### config.mk
export PLATFORM = sky130hd
export DESIGN_NAME = alu_exec_ctrl
export DESIGN_NICKNAME = d
export VERILOG_FILES = /design/src/rtl/alu_exec_pkg.sv /design/src/rtl/alu_exec_ctrl.sv
export SDC_FILE = /design/constraint.sdc
export NUM_CORES = 1
export LEC_CHECK = 0
export CORE_ASPECT_RATIO = 0.6
export CORE_MARGIN = 3
export CORE_UTILIZATION = 37
export DETAILED_ROUTE_END_ITERATION = 16
export GPL_ROUTABILITY_DRIVEN = 0
export PLACE_DENSITY = 0.92
export SETUP_SLACK_MARGIN = 0.02
export SLEW_MARGIN = 20
export SYNTH_ARGS = -nofsm -noshare
export SYNTH_HDL_FRONTEND = slang
export SYNTH_SLANG_ARGS = --single-unit
### constraint.sdc
create_clock -name clk -period 1.5 [get_ports clk]
set_input_delay 0.225 -clock clk [delete_from_list [all_inputs] [get_ports clk]]
set_output_delay 0.225 -clock clk [all_outputs]
set_load 0.005 [all_outputs]
### src/rtl/alu_exec_pkg.sv
// Shared ALU operation and flag types used by the execute-stage controller and its alu.
package alu_exec_pkg;

  typedef enum logic [2:0] {
    ALU_ADD = 3'd0,
    ALU_SUB = 3'd1,
    ALU_AND = 3'd2,
    ALU_OR  = 3'd3,
    ALU_XOR = 3'd4,
    ALU_CMP = 3'd5
  } alu_op_e;

  typedef struct packed {
    logic carry;
    logic zero;
    logic neg;
  } alu_flag_t;

endpackage

### src/rtl/alu_exec_ctrl.sv
// Execute-stage sequencer: reads two operands from a single-port regfile, drives alu, writes back.
// Optional last-write-back forwarding (skips the operand-A read) enabled by ALU_EXEC_FWD_EN.
module alu_exec_ctrl
  import alu_exec_pkg::*;
#(
  parameter int unsigned DATA_BUS_WIDTH = 8,
  parameter int unsigned REG_ADDR_WIDTH = 2
) (
  input  logic                      clk,
  input  logic                      rst,
  input  logic                      req_valid,
  output logic                      req_ready,
  input  alu_op_e                   req_op,
  input  logic [REG_ADDR_WIDTH-1:0] req_src1,
  input  logic [REG_ADDR_WIDTH-1:0] req_src2,
  input  logic [REG_ADDR_WIDTH-1:0] req_dst,
  input  logic                      req_wb_en,
  output logic [REG_ADDR_WIDTH-1:0] rf_raddr,
  input  logic [DATA_BUS_WIDTH-1:0] rf_rdata,
  output logic                      rf_we,
  output logic [REG_ADDR_WIDTH-1:0] rf_waddr,
  output logic [DATA_BUS_WIDTH-1:0] rf_wdata,
  output alu_op_e                   alu_op,
  output logic [DATA_BUS_WIDTH-1:0] alu_a,
  output logic [DATA_BUS_WIDTH-1:0] alu_b,
  input  logic [DATA_BUS_WIDTH-1:0] alu_result,
  input  alu_flag_t                 alu_flag,
  output alu_flag_t                 flags,
  output logic                      done
);

  typedef enum logic [1:0] {S_IDLE, S_RDA, S_RDB, S_EXE} state_e;

  state_e                    r_state;
  logic                      r_done;
  logic                      r_we;
  logic [REG_ADDR_WIDTH-1:0] r_raddr;
  logic [REG_ADDR_WIDTH-1:0] r_src2_q;
  logic [REG_ADDR_WIDTH-1:0] r_dst_q;
  logic                      r_wb_en_q;
  logic                      r_a_fwd;
  logic [DATA_BUS_WIDTH-1:0] r_a_q;
  alu_op_e                   r_op_q;
  alu_flag_t                 r_flags;

  logic                      w_accept;
  logic                      w_fwd_hit;
  logic [DATA_BUS_WIDTH-1:0] w_fwd_val;

  assign req_ready = (r_state == S_IDLE) || (r_state == S_EXE);
  assign w_accept  = req_valid && req_ready;

`ifdef ALU_EXEC_FWD_EN
  logic                      r_fwd_valid;
  logic [REG_ADDR_WIDTH-1:0] r_fwd_dst;
  logic [DATA_BUS_WIDTH-1:0] r_fwd_data;
  logic                      w_fwd_exe;

  // The write committing this cycle is newer than the stored entry, so it wins.
  assign w_fwd_exe = (r_state == S_EXE) && r_wb_en_q && (req_src1 == r_dst_q);
  assign w_fwd_hit = w_fwd_exe || (r_fwd_valid && (req_src1 == r_fwd_dst));
  assign w_fwd_val = w_fwd_exe ? alu_result : r_fwd_data;

  always_ff @(posedge clk) begin
    if (rst) begin
      r_fwd_valid <= 1'b0;
      r_fwd_dst   <= '0;
      r_fwd_data  <= '0;
    end else if ((r_state == S_EXE) && r_wb_en_q) begin
      r_fwd_valid <= 1'b1;
      r_fwd_dst   <= r_dst_q;
      r_fwd_data  <= alu_result;
    end
  end
`else
  assign w_fwd_hit = 1'b0;
  assign w_fwd_val = '0;
`endif

  // Sequencer; done/rf_we are registered one state ahead so they are high throughout EXE.
  always_ff @(posedge clk) begin
    if (rst) begin
      r_state   <= S_IDLE;
      r_done    <= 1'b0;
      r_we      <= 1'b0;
      r_raddr   <= '0;
      r_src2_q  <= '0;
      r_dst_q   <= '0;
      r_wb_en_q <= 1'b0;
      r_a_fwd   <= 1'b0;
      r_a_q     <= '0;
      r_op_q    <= ALU_ADD;
      r_flags   <= '0;
    end else begin
      r_done <= 1'b0;
      r_we   <= 1'b0;
      case (r_state)
        S_IDLE: r_state <= S_IDLE;
        S_RDA: begin
          r_raddr <= r_src2_q;
          r_state <= S_RDB;
        end
        S_RDB: begin
          if (!r_a_fwd) r_a_q <= rf_rdata;
          r_done  <= 1'b1;
          r_we    <= r_wb_en_q;
          r_state <= S_EXE;
        end
        S_EXE: begin
          r_flags <= alu_flag;
          r_state <= S_IDLE;
        end
        default: r_state <= S_IDLE;
      endcase
      // Accept only happens in IDLE or EXE and overrides the state chosen above.
      if (w_accept) begin
        r_op_q    <= req_op;
        r_src2_q  <= req_src2;
        r_dst_q   <= req_dst;
        r_wb_en_q <= req_wb_en;
        r_a_fwd   <= w_fwd_hit;
        if (w_fwd_hit) begin
          r_a_q   <= w_fwd_val;
          r_raddr <= req_src2;
          r_state <= S_RDB;
        end else begin
          r_raddr <= req_src1;
          r_state <= S_RDA;
        end
      end
    end
  end

  assign rf_raddr = r_raddr;
  assign rf_we    = r_we;
  assign rf_waddr = r_dst_q;
  assign rf_wdata = alu_result;
  assign alu_op   = r_op_q;
  assign alu_a    = r_a_q;
  assign alu_b    = rf_rdata;
  assign flags    = r_flags;
  assign done     = r_done;

endmodule

* Yosys cells after proc, flatten, opt, wreduce, memory -nomap -nowiden
Cells that the tools add are included.
Storage, ports and cells: input port bits 32, output and inout port bits 37, bits in registers 25
Operators by class: reduce and logical (&&, ||, !) cells 7, bitwise operators 1, equality and inequality tests 3, mux-type cells 5
Operators with widths (count):
- one-hot mux 2 bit (3 select lines) | 1
- OR reduction 2 bit | 3
- equality test 2 bit, second input constant | 2
- 2-to-1 mux 2 bit | 2
- equality test 2 x 1 -> 1 bit, second input constant | 1
- zero test 2 bit | 1
- 2-to-1 mux 1 bit | 2
- nonzero test 2 bit | 1
- logical AND 1 bit | 1
- logical OR 1 bit | 1
- inverter 1 bit | 1

* Longest topological paths before layout
Gate-level depths: netlist of the first run.
word-level depth 4, mapped depth 5, gate-level depth less buffers 4

* Worst setup path before layout of the first run
Ideal clock, no wire load.
path kind register to register, from reg r_state[0], to reg r_raddr[1], in the netlist rf_raddr[1], buffers on the path 1, data arrival time 1.201 ns, setup slack 0.219 ns, library setup time 0.079 ns, cell stages (with the launch flop) 6, cell sequence dfxtp_1 -> inv_1 -> ha_1 -> buf_6 -> and3b_1 -> a211oi_2
Between the ends: longest elaborated chain between the ends 4, elaborated cells on any way between the ends 7, classes of those cells 2 x eq/ne; 1 x mux; 4 x reduce/logical
RTL lines:
- start: declaration | line alu_exec_ctrl.sv:34 | state_e r_state;
- start signal: assignment | line alu_exec_ctrl.sv:83 | r_state <= S_IDLE;
- start signal: assignment | line alu_exec_ctrl.sv:98 | S_IDLE: r_state <= S_IDLE;
- start signal: assignment | line alu_exec_ctrl.sv:101 | r_state <= S_RDB;
- equality test 2 bit / zero test 2 bit (equally long branches) | line alu_exec_ctrl.sv:50 | assign req_ready = (r_state == S_IDLE) || (r_state == S_EXE);
- logical OR 1 bit * | line alu_exec_ctrl.sv:50
- named net req_ready | line alu_exec_ctrl.sv:12 | output logic req_ready,
- logical AND 1 bit * | line alu_exec_ctrl.sv:51 | assign w_accept = req_valid && req_ready;
- 2-to-1 mux 2 bit / nonzero test 2 bit (equally long branches)
- end signal: assignment | line alu_exec_ctrl.sv:100 | r_raddr <= r_src2_q;
- end signal: assignment | line alu_exec_ctrl.sv:124 | r_raddr <= req_src2;
- end signal: assignment | line alu_exec_ctrl.sv:127 | r_raddr <= req_src1;
- end: declaration | line alu_exec_ctrl.sv:37 | logic [REG_ADDR_WIDTH-1:0] r_raddr;
The timed path passes the listed nets; every way through them passes the cells marked *. A chain may end at the register's enable or synchronous reset.

* Worst setup path after layout of the first run
from in rf_rdata[0], to out alu_b[0]
RTL lines:
- start: declaration | line alu_exec_ctrl.sv:19 | input logic [DATA_BUS_WIDTH-1:0] rf_rdata,
- end: declaration | line alu_exec_ctrl.sv:25 | output logic [DATA_BUS_WIDTH-1:0] alu_b,
No word-level cell between the ends.

==> impl_results.html, run 1 <==
<table>
<tr><th>Metric</th><th>Value</th></tr>
<tr><th colspan="2">Flow run</th></tr>
<tr><td>Number of violations of the max-capacitance limit</td><td>0</td></tr>
<tr><th colspan="2">Global route</th></tr>
<tr><td>Antenna violations before repair</td><td>0</td></tr>
<tr><td>Global-route wire length before repair</td><td>between 4000 and 5000 um</td></tr>
<tr><td>Overall global routing resource usage</td><td>0.149</td></tr>
<tr><td>Vias in the first global route</td><td>approximately 950</td></tr>
<tr><td>Remaining global-route overflow</td><td>0</td></tr>
<tr><td>Pin count of the biggest net entering global routing</td><td>26</td></tr>
<tr><th colspan="2">CTS</th></tr>
<tr><td>Clock latency reported for the late side of the worst-skew pair</td><td>roughly 270 ps</td></tr>
<tr><td>Clock Sink Count</td><td>25</td></tr>
<tr><td>Buffer depth of the longest clock path</td><td>2</td></tr>
<tr><td>CTS tree</td><td>yes</td></tr>
<tr><td>Max H-tree Level</td><td>1</td></tr>
<tr><td>Clk pin slew, worst setup/hold paths</td><td>80 ps</td></tr>
<tr><td>Cell chosen for the clock root</td><td>sky130_fd_sc_hd__clkbuf_8</td></tr>
<tr><td>Number of buffers added by the clock tree synthesis step</td><td>3</td></tr>
<tr><th colspan="2">Routing</th></tr>
<tr><td>Post-DR wirelength/cell</td><td>approximately 15 um</td></tr>
<tr><td>Routed Antenna Nets</td><td>0</td></tr>
<tr><td>Total number of vias</td><td>897</td></tr>
<tr><td>Total Routed Length</td><td>roughly 2800 um</td></tr>
<tr><td>Violation count after the first detailed-routing iteration</td><td>71</td></tr>
<tr><td>Remaining routing DRC violations</td><td>0</td></tr>
<tr><td>DR pass1 iterations</td><td>4</td></tr>
<tr><td>Via-to-Cell Ratio</td><td>4.70</td></tr>
<tr><th colspan="2">Cells and area</th></tr>
<tr><td>Share of layout cells above drive strength 1</td><td>0.0861</td></tr>
<tr><td>Fill cells</td><td>between 200 and 250</td></tr>
<tr><td>Antenna fix cells</td><td>0</td></tr>
<tr><td>Area growth from synthesis to layout</td><td>44.2%</td></tr>
<tr><td>Final Net Count</td><td>between 150 and 200</td></tr>
<tr><th colspan="2">Timing</th></tr>
<tr><td>Post-route clock skew</td><td>8.01 ps</td></tr>
<tr><td>Final worst path period need</td><td>approximately 1400 ps</td></tr>
<tr><td>Post-layout worst setup margin</td><td>52.4 ps</td></tr>
<tr><td>Number of endpoints failing setup at the final stage</td><td>0</td></tr>
<tr><td>Setup TNS</td><td>0 ps</td></tr>
<tr><td>Max Slew Vio Count</td><td>0</td></tr>
<tr><td>Achievable clock frequency</td><td>between 600 and 700 MHz</td></tr>
<tr><td>Rel. slew slack</td><td>0.823</td></tr>
<tr><td>Final number of hold-violating endpoints</td><td>0</td></tr>
<tr><td>Slew @ Worst Pin</td><td>around 260 ps</td></tr>
<tr><td>Share of the clock period used by the worst path after layout</td><td>0.965</td></tr>
<tr><td>Unrepaired setup endpoints after global routing</td><td>false</td></tr>
<tr><th colspan="2">Power</th></tr>
<tr><td>Max rail drop VDD</td><td>593 uV</td></tr>
<tr><td>Total leakage power</td><td>approximately 0.63 nW</td></tr>
<tr><td>Pwr per Cell Area</td><td>around 1100 nW/um2</td></tr>
<tr><th colspan="2">Logic synthesis</th></tr>
<tr><td>Gate Count Post-Synth</td><td>between 100 and 150</td></tr>
<tr><td>Count of state elements after synthesis</td><td>25</td></tr>
<tr><td>Most used flip-flop cell after synthesis</td><td>sky130_fd_sc_hd__dfxtp_1</td></tr>
<tr><td>Number of library cell types mapped by synthesis</td><td>16</td></tr>
<tr><td>Leading area contributor after synthesis</td><td>sky130_fd_sc_hd__dfxtp_1</td></tr>
<tr><td>Top cells by instance count after synthesis</td><td>sky130_fd_sc_hd__dfxtp_1, sky130_fd_sc_hd__buf_4, sky130_fd_sc_hd__nor2_1, sky130_fd_sc_hd__mux2i_1, sky130_fd_sc_hd__a21oi_1</td></tr>
<tr><td>Count leader, synth</td><td>sky130_fd_sc_hd__dfxtp_1</td></tr>
<tr><td>Fraction of synthesized cell area taken by the top area cell type</td><td>0.439</td></tr>
<tr><td>Mapped Area</td><td>around 1100 um2</td></tr>
<tr><td>Synth Area per Inst</td><td>10.0 um2</td></tr>
<tr><td>Number of nets in the synthesized netlist</td><td>150</td></tr>
<tr><td>EDFF count, synth</td><td>0</td></tr>
<tr><td>Synth top area cells</td><td>sky130_fd_sc_hd__dfxtp_1, sky130_fd_sc_hd__mux2i_1, sky130_fd_sc_hd__buf_4</td></tr>
<tr><td>Proportion of synthesized chip area in sequential cells</td><td>0.439</td></tr>
<tr><td>Ys async rst share</td><td>0</td></tr>
<tr><td>Count of warnings emitted by yosys</td><td>0</td></tr>
<tr><th colspan="2">Critical path</th></tr>
<tr><td>CP max stage delay</td><td>510 ps</td></tr>
<tr><td>FF-to-FF path depth</td><td>4</td></tr>
<tr><td>Worst reg2reg path startpoint</td><td>r_state[1]$_SDFF_PP0_</td></tr>
<tr><td>Number of buffers and inverters on the critical path</td><td>2</td></tr>
<tr><td>Biggest fanout along the worst timing path</td><td>2</td></tr>
<tr><td>Crit path launch</td><td>rf_rdata[0]</td></tr>
<tr><td>Endpoint class of the critical path</td><td>output port</td></tr>
<tr><td>Family of cells with the greatest summed delay on the critical path</td><td>buffers and inverters</td></tr>
<tr><td>Crit path required time</td><td>about 1300 ps</td></tr>
<tr><td>CP Capture Point</td><td>alu_b[0]</td></tr>
<tr><td>Worst setup SP type</td><td>primary input</td></tr>
<tr><td>Critical path cell sequence</td><td>clkdlybuf4s50_1 &gt; clkdlybuf4s50_1</td></tr>
<tr><td>Critical register-to-register path endpoint</td><td>rf_raddr[0]$_SDFFE_PP0P_</td></tr>
<tr><td>Crit path DAT</td><td>about 1200 ps</td></tr>
<tr><td>Class of the most critical setup path</td><td>primary input to output port</td></tr>
<tr><td>Cell with the largest stage delay on the worst path</td><td>sky130_fd_sc_hd__clkdlybuf4s50_1</td></tr>
<tr><td>Worst path depth</td><td>2</td></tr>
<tr><td>Most numerous cell on the critical path</td><td>sky130_fd_sc_hd__clkdlybuf4s50_1</td></tr>
<tr><td>Reg-to-reg setup timing slack</td><td>about 140 ps</td></tr>
<tr><th colspan="2">Placement</th></tr>
<tr><td># port buffers</td><td>52</td></tr>
<tr><td>Post-Place Setup Slack</td><td>6.03 ps</td></tr>
<tr><td>Post-detail-place hpwl</td><td>2160 um</td></tr>
<tr><th colspan="2">Worst hold path</th></tr>
<tr><td>Hold Crit Class</td><td>flop to flop</td></tr>
<tr><td>Hold path depth</td><td>2</td></tr>
<tr><th colspan="2">Die</th></tr>
<tr><td>DIE WIDTH</td><td>between 70 and 80 um</td></tr>
<tr><td>Std-Cell Rows</td><td>14</td></tr>
<tr><td>Die span in y</td><td>49.0 um</td></tr>
<tr><td>Full die area</td><td>about 3800 um2</td></tr>
<tr><td>Core ar.</td><td>2720 um2</td></tr>
<tr><td>Starting Density</td><td>0.420</td></tr>
<tr><td>Number of top-level pins</td><td>just under 70</td></tr>
<tr><th colspan="2">Status</th></tr>
<tr><td>Status</td><td>finished clean</td></tr>
</table>
-- how the worst min path moves through the flow --
stage / start / end / slack (ps)
after floorplan: rf_rdata[0] / alu_a[0]$_SDFFE_PP0N_ / 370
after global placement: r_wb_en_q$_SDFFE_PP0P_ / rf_we$_SDFF_PP0_ / 420
after CTS: r_wb_en_q$_SDFFE_PP0P_ / rf_we$_SDFF_PP0_ / 450
final: r_wb_en_q$_SDFFE_PP0P_ / rf_we$_SDFF_PP0_ / 450
after global routing: alu_result[4] / rf_wdata[4] / 450
after detailed placement: r_wb_en_q$_SDFFE_PP0P_ / rf_we$_SDFF_PP0_ / 430
-- placed cells by master (no fill, tap or decap) --
master,instances
sky130_fd_sc_hd__clkdlybuf4s50_1,49
sky130_fd_sc_hd__dfxtp_1,24
sky130_fd_sc_hd__nor2_1,14
sky130_fd_sc_hd__mux2i_1,13
sky130_fd_sc_hd__a21oi_1,9
sky130_fd_sc_hd__nand3_1,8
sky130_fd_sc_hd__a21bo_1,8
sky130_fd_sc_hd__buf_4,4
sky130_fd_sc_hd__ha_1,3
sky130_fd_sc_hd__clkbuf_8,3
sky130_fd_sc_hd__inv_1,2
sky130_fd_sc_hd__and3b_1,2
sky130_fd_sc_hd__a211oi_2,2
sky130_fd_sc_hd__dlygate4sd2_1,2
sky130_fd_sc_hd__nor2b_1,1
sky130_fd_sc_hd__nand2_1,1
sky130_fd_sc_hd__nand2_2,1
sky130_fd_sc_hd__ha_4,1
sky130_fd_sc_hd__clkbuf_1,1
sky130_fd_sc_hd__dlymetal6s2s_1,1
sky130_fd_sc_hd__buf_12,1
sky130_fd_sc_hd__dfxtp_2,1
-- area by class of cell --
type	instances	area, um2	area share
tap	40	50.0	0.0304
sequential	25	502	0.305
multi-input combinational	63	469	0.285
clock buffer	4	45.0	0.0274
timing repair buffer	57	571	0.347
inverter	2	7.51	0.00457
-- what timing repair did --
item                                    CTS  global route
hold endpoints to repair                  0             0
endpoints found under the setup margin    3             4
buffers inserted                          1             0
resized for setup                         3             2
hold buffers                              0             0
-- layer usage --
layer,GRT usage,part of all wire,up-vias
met5,0,0,-
met4,0.0503,0.0099,0
met3,0.0498,0.057,2
met2,0.270,0.54,25
met1,0.163,0.40,432
li1,-,-,438
-- registers in the layout, indices dropped and copies added (netlist names) --
| signal | count |
|---|---|
| alu_a | 8 |
| alu_op | 3 |
| done | 1 |
| flags | 3 |
| r_src2_q | 2 |
| r_state | 2 |
| r_wb_en_q | 1 |
| rf_raddr | 2 |
| rf_waddr | 2 |
| rf_we | 1 |
-- power by group --
group / internal [mW] / switching, mW
clock network: 0.190 / 0.205
logic: 0.333 / 0.251
registers: 0.743 / 0.0448
total: 1.27 / 0.501
-- worst reg2reg max path: cells and delay by family, from the launching register on --
family | cells | cell delay, ps
buffers and inverters | 1 | 200
AOI/OAI and AO/OA | 1 | 220
and+or+nand+nor | 1 | 200
adders and majority gates | 1 | 230
DFF | 1 | 430
-- kinds of logic after synthesis --
| family | count (synthesis) | synth area share |
|---|---|---|
| buffers and inverters | 26 | 0.160 |
| flip-flops | 25 | 0.439 |
| AO/OA/AOI/OAI | 19 | 0.132 |
| AND/OR/NAND/NOR | 27 | 0.111 |
| adder cells (fa/ha/maj) | 4 | 0.0439 |
| multiplexers | 13 | 0.114 |
-- through the flow --
step                      instance area, um2  hold slack (ps)  utilization  std cells  power, mW
after floorplan                         1140              372            -        114       1.14
after global placement                  1580              422        0.581        186       1.34
after detailed placement                1580              433        0.581        186       1.38
after CTS                               1630              448        0.600        191       1.77
after global routing                    1640              450        0.606        191       1.88
final                                   1640              449        0.606        191       1.77
No activity file was read; power rests on OpenSTA's default activity.
==> run 2, diff against run 1 <==
SLEW_MARGIN = default   (was 20)
==> results of run 2 <==
Same layout as run 1: the final DEF is identical, and so are final timing and power.
